## config.mk

```make
export PLATFORM = sky130hd
export DESIGN_NAME = cpu_sequencer_flat
export DESIGN_NICKNAME = d
export VERILOG_FILES = /design/src/rtl/cpu_sequencer_if.sv /design/src/rtl/cpu_sequencer.sv /design/src/flat_wrapper.sv
export SDC_FILE = /design/constraint.sdc
export NUM_CORES = 1
export LEC_CHECK = 0
export BUFFER_PORTS_ARGS = -buffer_cell sky130_fd_sc_hd__buf_4
export CAP_MARGIN = 30
export CORE_AREA = 3 3 40 42
export DETAILED_ROUTE_END_ITERATION = 7
export DIE_AREA = 0 0 43 45
export HOLD_SLACK_MARGIN = 0.03
export SYNTH_ARGS = -nofsm -noshare
export SYNTH_HDL_FRONTEND = slang
export SYNTH_SLANG_ARGS = --single-unit
```

## constraint.sdc

```tcl
create_clock -name CLK -period 1.8 [get_ports CLK]
set_input_delay 0.09 -clock CLK [delete_from_list [all_inputs] [get_ports CLK]]
set_output_delay 0.09 -clock CLK [all_outputs]
set_load 0.01 [all_outputs]
```

## src/rtl/cpu_sequencer_if.sv

```systemverilog
`default_nettype none
// ============================================================================
//  Module   : cpu_sequencer_if
//  Brief    : Sequencer <-> datapath/instruction-memory signal bundle.
//  Revision : 1.0
// ============================================================================
interface cpu_sequencer_if;
    logic [3:0] opcode;
    logic       Z;
    logic       C;
    logic       MemReady;
    logic       Run;
    logic       MemReq;
    logic       LoadIR;
    logic       IncPC;
    logic       SelPC;
    logic       LoadPC;
    logic       LoadReg;
    logic       LoadAcc;
    logic [1:0] SelAcc;
    logic [3:0] SelALU;
    logic       Halted;
    logic [1:0] State;

    modport master (
        input  opcode, Z, C, MemReady, Run,
        output MemReq, LoadIR, IncPC, SelPC, LoadPC, LoadReg, LoadAcc,
        output SelAcc, SelALU, Halted, State
    );

    modport slave (
        output opcode, Z, C, MemReady, Run,
        input  MemReq, LoadIR, IncPC, SelPC, LoadPC, LoadReg, LoadAcc,
        input  SelAcc, SelALU, Halted, State
    );
endinterface
`default_nettype wire

```

## src/rtl/cpu_sequencer.sv

```systemverilog
`default_nettype none
// ============================================================================
//  Module   : cpu_sequencer
//  Brief    : FETCH/DECODE/EXEC/HALT control sequencer for a simple
//             accumulator CPU; strobes decoded from state and opcode.
//  Revision : 1.0
// ============================================================================
module cpu_sequencer (
    input  wire logic        CLK,
    input  wire logic        CLB,
    cpu_sequencer_if.master  bus
);

    typedef enum logic [1:0] {
        ST_FETCH  = 2'b00,
        ST_DECODE = 2'b01,
        ST_EXEC   = 2'b10,
        ST_HALT   = 2'b11
    } state_t;

    localparam logic [3:0] c_OP_STOP = 4'b1111;

    state_t r_state;
    logic   r_zf;
    logic   r_cf;

    always_ff @(posedge CLK or posedge CLB) begin
        if (CLB) begin
            r_state <= ST_FETCH;
            r_zf    <= 1'b0;
            r_cf    <= 1'b0;
        end else begin
            case (r_state)
                ST_FETCH:  if (bus.MemReady) r_state <= ST_DECODE;
                ST_DECODE: begin
                    r_zf    <= bus.Z;
                    r_cf    <= bus.C;
                    r_state <= ST_EXEC;
                end
                ST_EXEC:   r_state <= (bus.opcode == c_OP_STOP) ? ST_HALT : ST_FETCH;
                ST_HALT:   if (bus.Run) r_state <= ST_FETCH;
                default:   r_state <= ST_FETCH;
            endcase
        end
    end

    logic       w_memReq, w_loadIR, w_incPC, w_selPC, w_loadPC, w_loadReg, w_loadAcc;
    logic [1:0] w_selAcc;
    logic [3:0] w_selALU;

    // Everything is gated by CLB so outputs drop in the same instant reset rises.
    always_comb begin
        w_memReq  = 1'b0;
        w_loadIR  = 1'b0;
        w_incPC   = 1'b0;
        w_selPC   = 1'b0;
        w_loadPC  = 1'b0;
        w_loadReg = 1'b0;
        w_loadAcc = 1'b0;
        w_selAcc  = 2'b00;
        w_selALU  = 4'b0000;
        if (!CLB) begin
            case (r_state)
                ST_FETCH: begin
                    w_memReq = 1'b1;
                    w_loadIR = bus.MemReady;
                end
                ST_HALT:  w_incPC = bus.Run;
                ST_EXEC: begin
                    case (bus.opcode)
                        4'b0001: begin w_loadAcc = 1'b1; w_incPC = 1'b1; w_selALU = 4'b1000; end
                        4'b0010: begin w_loadAcc = 1'b1; w_incPC = 1'b1; w_selALU = 4'b1100; end
                        4'b0011: begin w_loadAcc = 1'b1; w_incPC = 1'b1; w_selALU = 4'b0100; end
                        4'b0100: begin w_loadAcc = 1'b1; w_incPC = 1'b1; w_selAcc = 2'b10;   end
                        4'b0101: begin w_loadReg = 1'b1; w_incPC = 1'b1; end
                        4'b0110: begin w_selPC = 1'b1; w_loadPC = r_zf; w_incPC = ~r_zf; end
                        4'b0111: begin w_loadPC = r_zf; w_incPC = ~r_zf; end
                        4'b1000: begin w_selPC = 1'b1; w_loadPC = r_cf; w_incPC = ~r_cf; end
                        4'b1010: begin w_loadPC = r_cf; w_incPC = ~r_cf; end
                        4'b1011: begin w_loadAcc = 1'b1; w_incPC = 1'b1; w_selALU = 4'b0011; end
                        4'b1100: begin w_loadAcc = 1'b1; w_incPC = 1'b1; w_selALU = 4'b0001; end
                        4'b1101: begin w_loadAcc = 1'b1; w_incPC = 1'b1; w_selAcc = 2'b11;   end
                        c_OP_STOP: ;
                        // WAIT plus the undefined 1001/1110 just step the PC.
                        default: w_incPC = 1'b1;
                    endcase
                end
                default: ;
            endcase
        end
    end

    assign bus.MemReq  = w_memReq;
    assign bus.LoadIR  = w_loadIR;
    assign bus.IncPC   = w_incPC;
    assign bus.SelPC   = w_selPC;
    assign bus.LoadPC  = w_loadPC;
    assign bus.LoadReg = w_loadReg;
    assign bus.LoadAcc = w_loadAcc;
    assign bus.SelAcc  = w_selAcc;
    assign bus.SelALU  = w_selALU;
    assign bus.Halted  = (r_state == ST_HALT);
    assign bus.State   = r_state;

endmodule
`default_nettype wire
```

## src/flat_wrapper.sv

```systemverilog
// flat-port wrapper written by rule: the top's interface ports become plain ports
module cpu_sequencer_flat 
  (CLK, CLB, bus_opcode, bus_Z, bus_C, bus_MemReady, bus_Run, bus_MemReq, bus_LoadIR, bus_IncPC, bus_SelPC, bus_LoadPC, bus_LoadReg, bus_LoadAcc, bus_SelAcc, bus_SelALU, bus_Halted, bus_State);
  cpu_sequencer_if bus_i ();
  input  wire logic CLK;
  input  wire logic CLB;
  input wire logic [$bits(bus_i.opcode)-1:0] bus_opcode;
  input wire logic [$bits(bus_i.Z)-1:0] bus_Z;
  input wire logic [$bits(bus_i.C)-1:0] bus_C;
  input wire logic [$bits(bus_i.MemReady)-1:0] bus_MemReady;
  input wire logic [$bits(bus_i.Run)-1:0] bus_Run;
  output wire logic [$bits(bus_i.MemReq)-1:0] bus_MemReq;
  output wire logic [$bits(bus_i.LoadIR)-1:0] bus_LoadIR;
  output wire logic [$bits(bus_i.IncPC)-1:0] bus_IncPC;
  output wire logic [$bits(bus_i.SelPC)-1:0] bus_SelPC;
  output wire logic [$bits(bus_i.LoadPC)-1:0] bus_LoadPC;
  output wire logic [$bits(bus_i.LoadReg)-1:0] bus_LoadReg;
  output wire logic [$bits(bus_i.LoadAcc)-1:0] bus_LoadAcc;
  output wire logic [$bits(bus_i.SelAcc)-1:0] bus_SelAcc;
  output wire logic [$bits(bus_i.SelALU)-1:0] bus_SelALU;
  output wire logic [$bits(bus_i.Halted)-1:0] bus_Halted;
  output wire logic [$bits(bus_i.State)-1:0] bus_State;
  assign bus_i.opcode = bus_opcode;
  assign bus_i.Z = bus_Z;
  assign bus_i.C = bus_C;
  assign bus_i.MemReady = bus_MemReady;
  assign bus_i.Run = bus_Run;
  assign bus_MemReq = bus_i.MemReq;
  assign bus_LoadIR = bus_i.LoadIR;
  assign bus_IncPC = bus_i.IncPC;
  assign bus_SelPC = bus_i.SelPC;
  assign bus_LoadPC = bus_i.LoadPC;
  assign bus_LoadReg = bus_i.LoadReg;
  assign bus_LoadAcc = bus_i.LoadAcc;
  assign bus_SelAcc = bus_i.SelAcc;
  assign bus_SelALU = bus_i.SelALU;
  assign bus_Halted = bus_i.Halted;
  assign bus_State = bus_i.State;
  cpu_sequencer u_core (.CLK(CLK), .CLB(CLB), .bus(bus_i));
endmodule
```

==> results.toml <==
[run_status]
run_status = "completed"

[power]
p_per_area_mw_per_mm2 = 960.8
ir_worst_vdd_mv = 0.5827
p_leak_nw = 0.3072

[detailed_routing]
final_antenna_net_count = 0
drt_iter0_drc = 5
drt-vias-per-instance = 4.959
dr.pass1.iters = 4
vias = 481
drc = 0
drt-total-wl_microns = 1115
wire_per_inst_microns = 11.49

[global_route]
track_usage_pct = 12.05
antenna_found_initial = 0
grt_overflow = 0
grt_pass1_wl_microns = 1842
grt_max_degree = 14
grt_pass1_vias = 430

[worst_setup_path]
startpoint_type = "input port"
worstReg2RegStart = "u_core.bus.State[1]$_DFFE_PP0P_"
cp_max_fo = 6
critical_path_class = "in2out"
critPathCapture = "bus_IncPC"
critPathLaunch = "CLB"
reg2reg_slack_ns = 0.68
required_ns = 1.71
arrival_ns = 1.60
reg2regPathDepth = 2
r2r_end = "u_core.r_zf$_DFFE_PP0N_"
end_kind = "primary output"

[floorplanning]
initial_utilization_pct = 35.25
core_area_sq_mm = 0.001285
dieArea_sq_mm = 0.001935
die_h_microns = 45
rows = 13
dieWidth_microns = 43
pin_count = 26

[finish]
num_antenna_cells = 0
nets = 94
final_core_util_pct = 52.19
drive_above_1_share_pct = 42.68
syn2layout_area_growth_pct = 48.07

[timing]
fin_worst_skew_ns = 0.0001732
setup_slack_ns = 0.1095
min_period_ns = 1.691
hold_viol_final = 0
fin_crit_sh_pct = 93.92
fin_hold_ws_ns = 0.04909
finalSetupTns_ns = 0
worstMarginPinSlew_ns = 0.3301
fmaxAchievable_mhz = 591.5
rsz0062_at_grt = "false"
setup-violations-final = 0
max_slew_margin_pct = 77.99
slew_violations = 0

[synth]
ys_ff_latch = 4
synth.distinct_cells = 34
async_flop_share_pct = 100.0
yosys_warnings = 0
avgSynthCellArea_sq_um = 7.809
synth_edf_count = 0
synthTopCellsByCount = "5 x a21oi_1, 5 x nor2_1, 4 x buf_2, 4 x dfrtp_1, 4 x nand2_1"
synth_top_area_share_pct = 22.10
synth_area_leader_cell = "dfrtp_1"
syn_inst = 58
netlist_area_sq_um = 452.9
syn_nets = 68
synth_seq_area_share_pct = 22.10
synth_ff_type = "dfrtp_1"
synth.area.top_cells = "dfrtp_1 22%, a21oi_1 5.5%, mux2_1 5.0%"

[clock_network]
cts_inserted_buffers = 3
path_clk_slew_ns = 0.04
cts_sinks = 4
cts_root_buf = "clkbuf_4"
htreeDepth = 1
cts_post_setup_buffers_inserted = 0
clk_latency_ns = 0.23
clockBufferDepth = 2
cts_tree = "built"

[run]
cap_violations = 0

[place]
portBuffers = 25
pre_cts_slack_ns = 0.4950
dp_hpwl_microns = 862.8
gp_congestion = 0.7821

[worst_hold_path]
hold_path_class = "in2reg"
worst min-delay path by stage:
stage,startpoint,endpoint,slack (ns),cells after the start
5_1_grt,bus_Z,u_core.r_zf$_DFFE_PP0N_,0.08,2
6_report,bus_Run,u_core.bus.State[1]$_DFFE_PP0P_,0.05,2
4_1_cts,bus_Run,u_core.bus.State[1]$_DFFE_PP0P_,0.05,2
3_5_place_dp,CLB,u_core.bus.State[0]$_DFFE_PP0P_,0.04,2
3_3_place_gp,CLB,u_core.bus.State[0]$_DFFE_PP0P_,0.04,2
2_1_floorplan,CLB,u_core.bus.State[0]$_DFFE_PP0P_,-0.13,1
cells by family after synthesis:
group	count (synthesis)	synth area share (%)
and+or+nand+nor	33	48.34
AOI/OAI and AO/OA	11	14.92
DFF	4	22.10
muxes	2	4.972
buffers and inverters	7	7.734
xor gates and xnor gates	1	1.934
critical path, cell delays in order:
cell	delay (ns)
dlygate4sd3_1	0.54
buf_4	0.15
inv_1	0.17
nand3_1	0.20
o31ai_1	0.30
buf_4	0.16
per-layer routing:
layer  global-route usage, %  part of all wire, %
met1                   15.89                   44
met5                       0                    0
met4                   5.422                  1.4
met2                   20.36                   50
met3                  0.7968                  4.5
cell type report:
class | instances | area [sq um]
Sequential cell | 4 | 100.1
Inverter | 2 | 7.507
Fill cell | 133 | 614.3
Timing Repair Buffer | 26 | 197.7
Tap cell | 15 | 18.77
Clock buffer | 3 | 22.52
Multi-Input combinational cell | 47 | 324.1
placed cells by master, fill, tap and decap left out, types with 3 or more instances in the layout:
cell and instances:
dfrtp_1 4, clkbuf_4 3, nand2_1 4, nor2_1 5
nor3_1 3, buf_4 25, a21oi_1 5
what timing repair did:
| item | 4_1_cts | 5_1_grt |
|---|---|---|
| gates resized for setup | 0 | 1 |
| hold endpoints to repair | 4 | 0 |
| endpoints found under the setup margin | 0 | 1 |
| hold buffers | 1 | 0 |
metrics by stage:
stage / total power, mW / cell area, sq um / instances
after floorplan: 0.4145 / 452.9 / 58
after global placement: 0.5373 / 631.9 / 93
after detailed placement: 0.5412 / 631.9 / 93
after CTS: 0.6548 / 664.4 / 97
after global routing: 0.7083 / 670.6 / 97
final: 0.6443 / 670.6 / 97
where the power goes:
| part | internal [mW] | switching, mW | leakage (nW) |
|---|---|---|---|
| Combinational | 0.183 | 0.146 | 0.246 |
| Sequential | 0.136 | 0.0716 | 0.0477 |
| Clock | 0.0743 | 0.0329 | 0.0138 |
| Total | 0.393 | 0.251 | 0.307 |
sequential cells by signal, indices dropped and copies added (netlist names):
| register | count |
|---|---|
| u_core.bus.State | 2 |
| u_core.r_cf | 1 |
| u_core.r_zf | 1 |
Power figures use the tool's default switching activity.
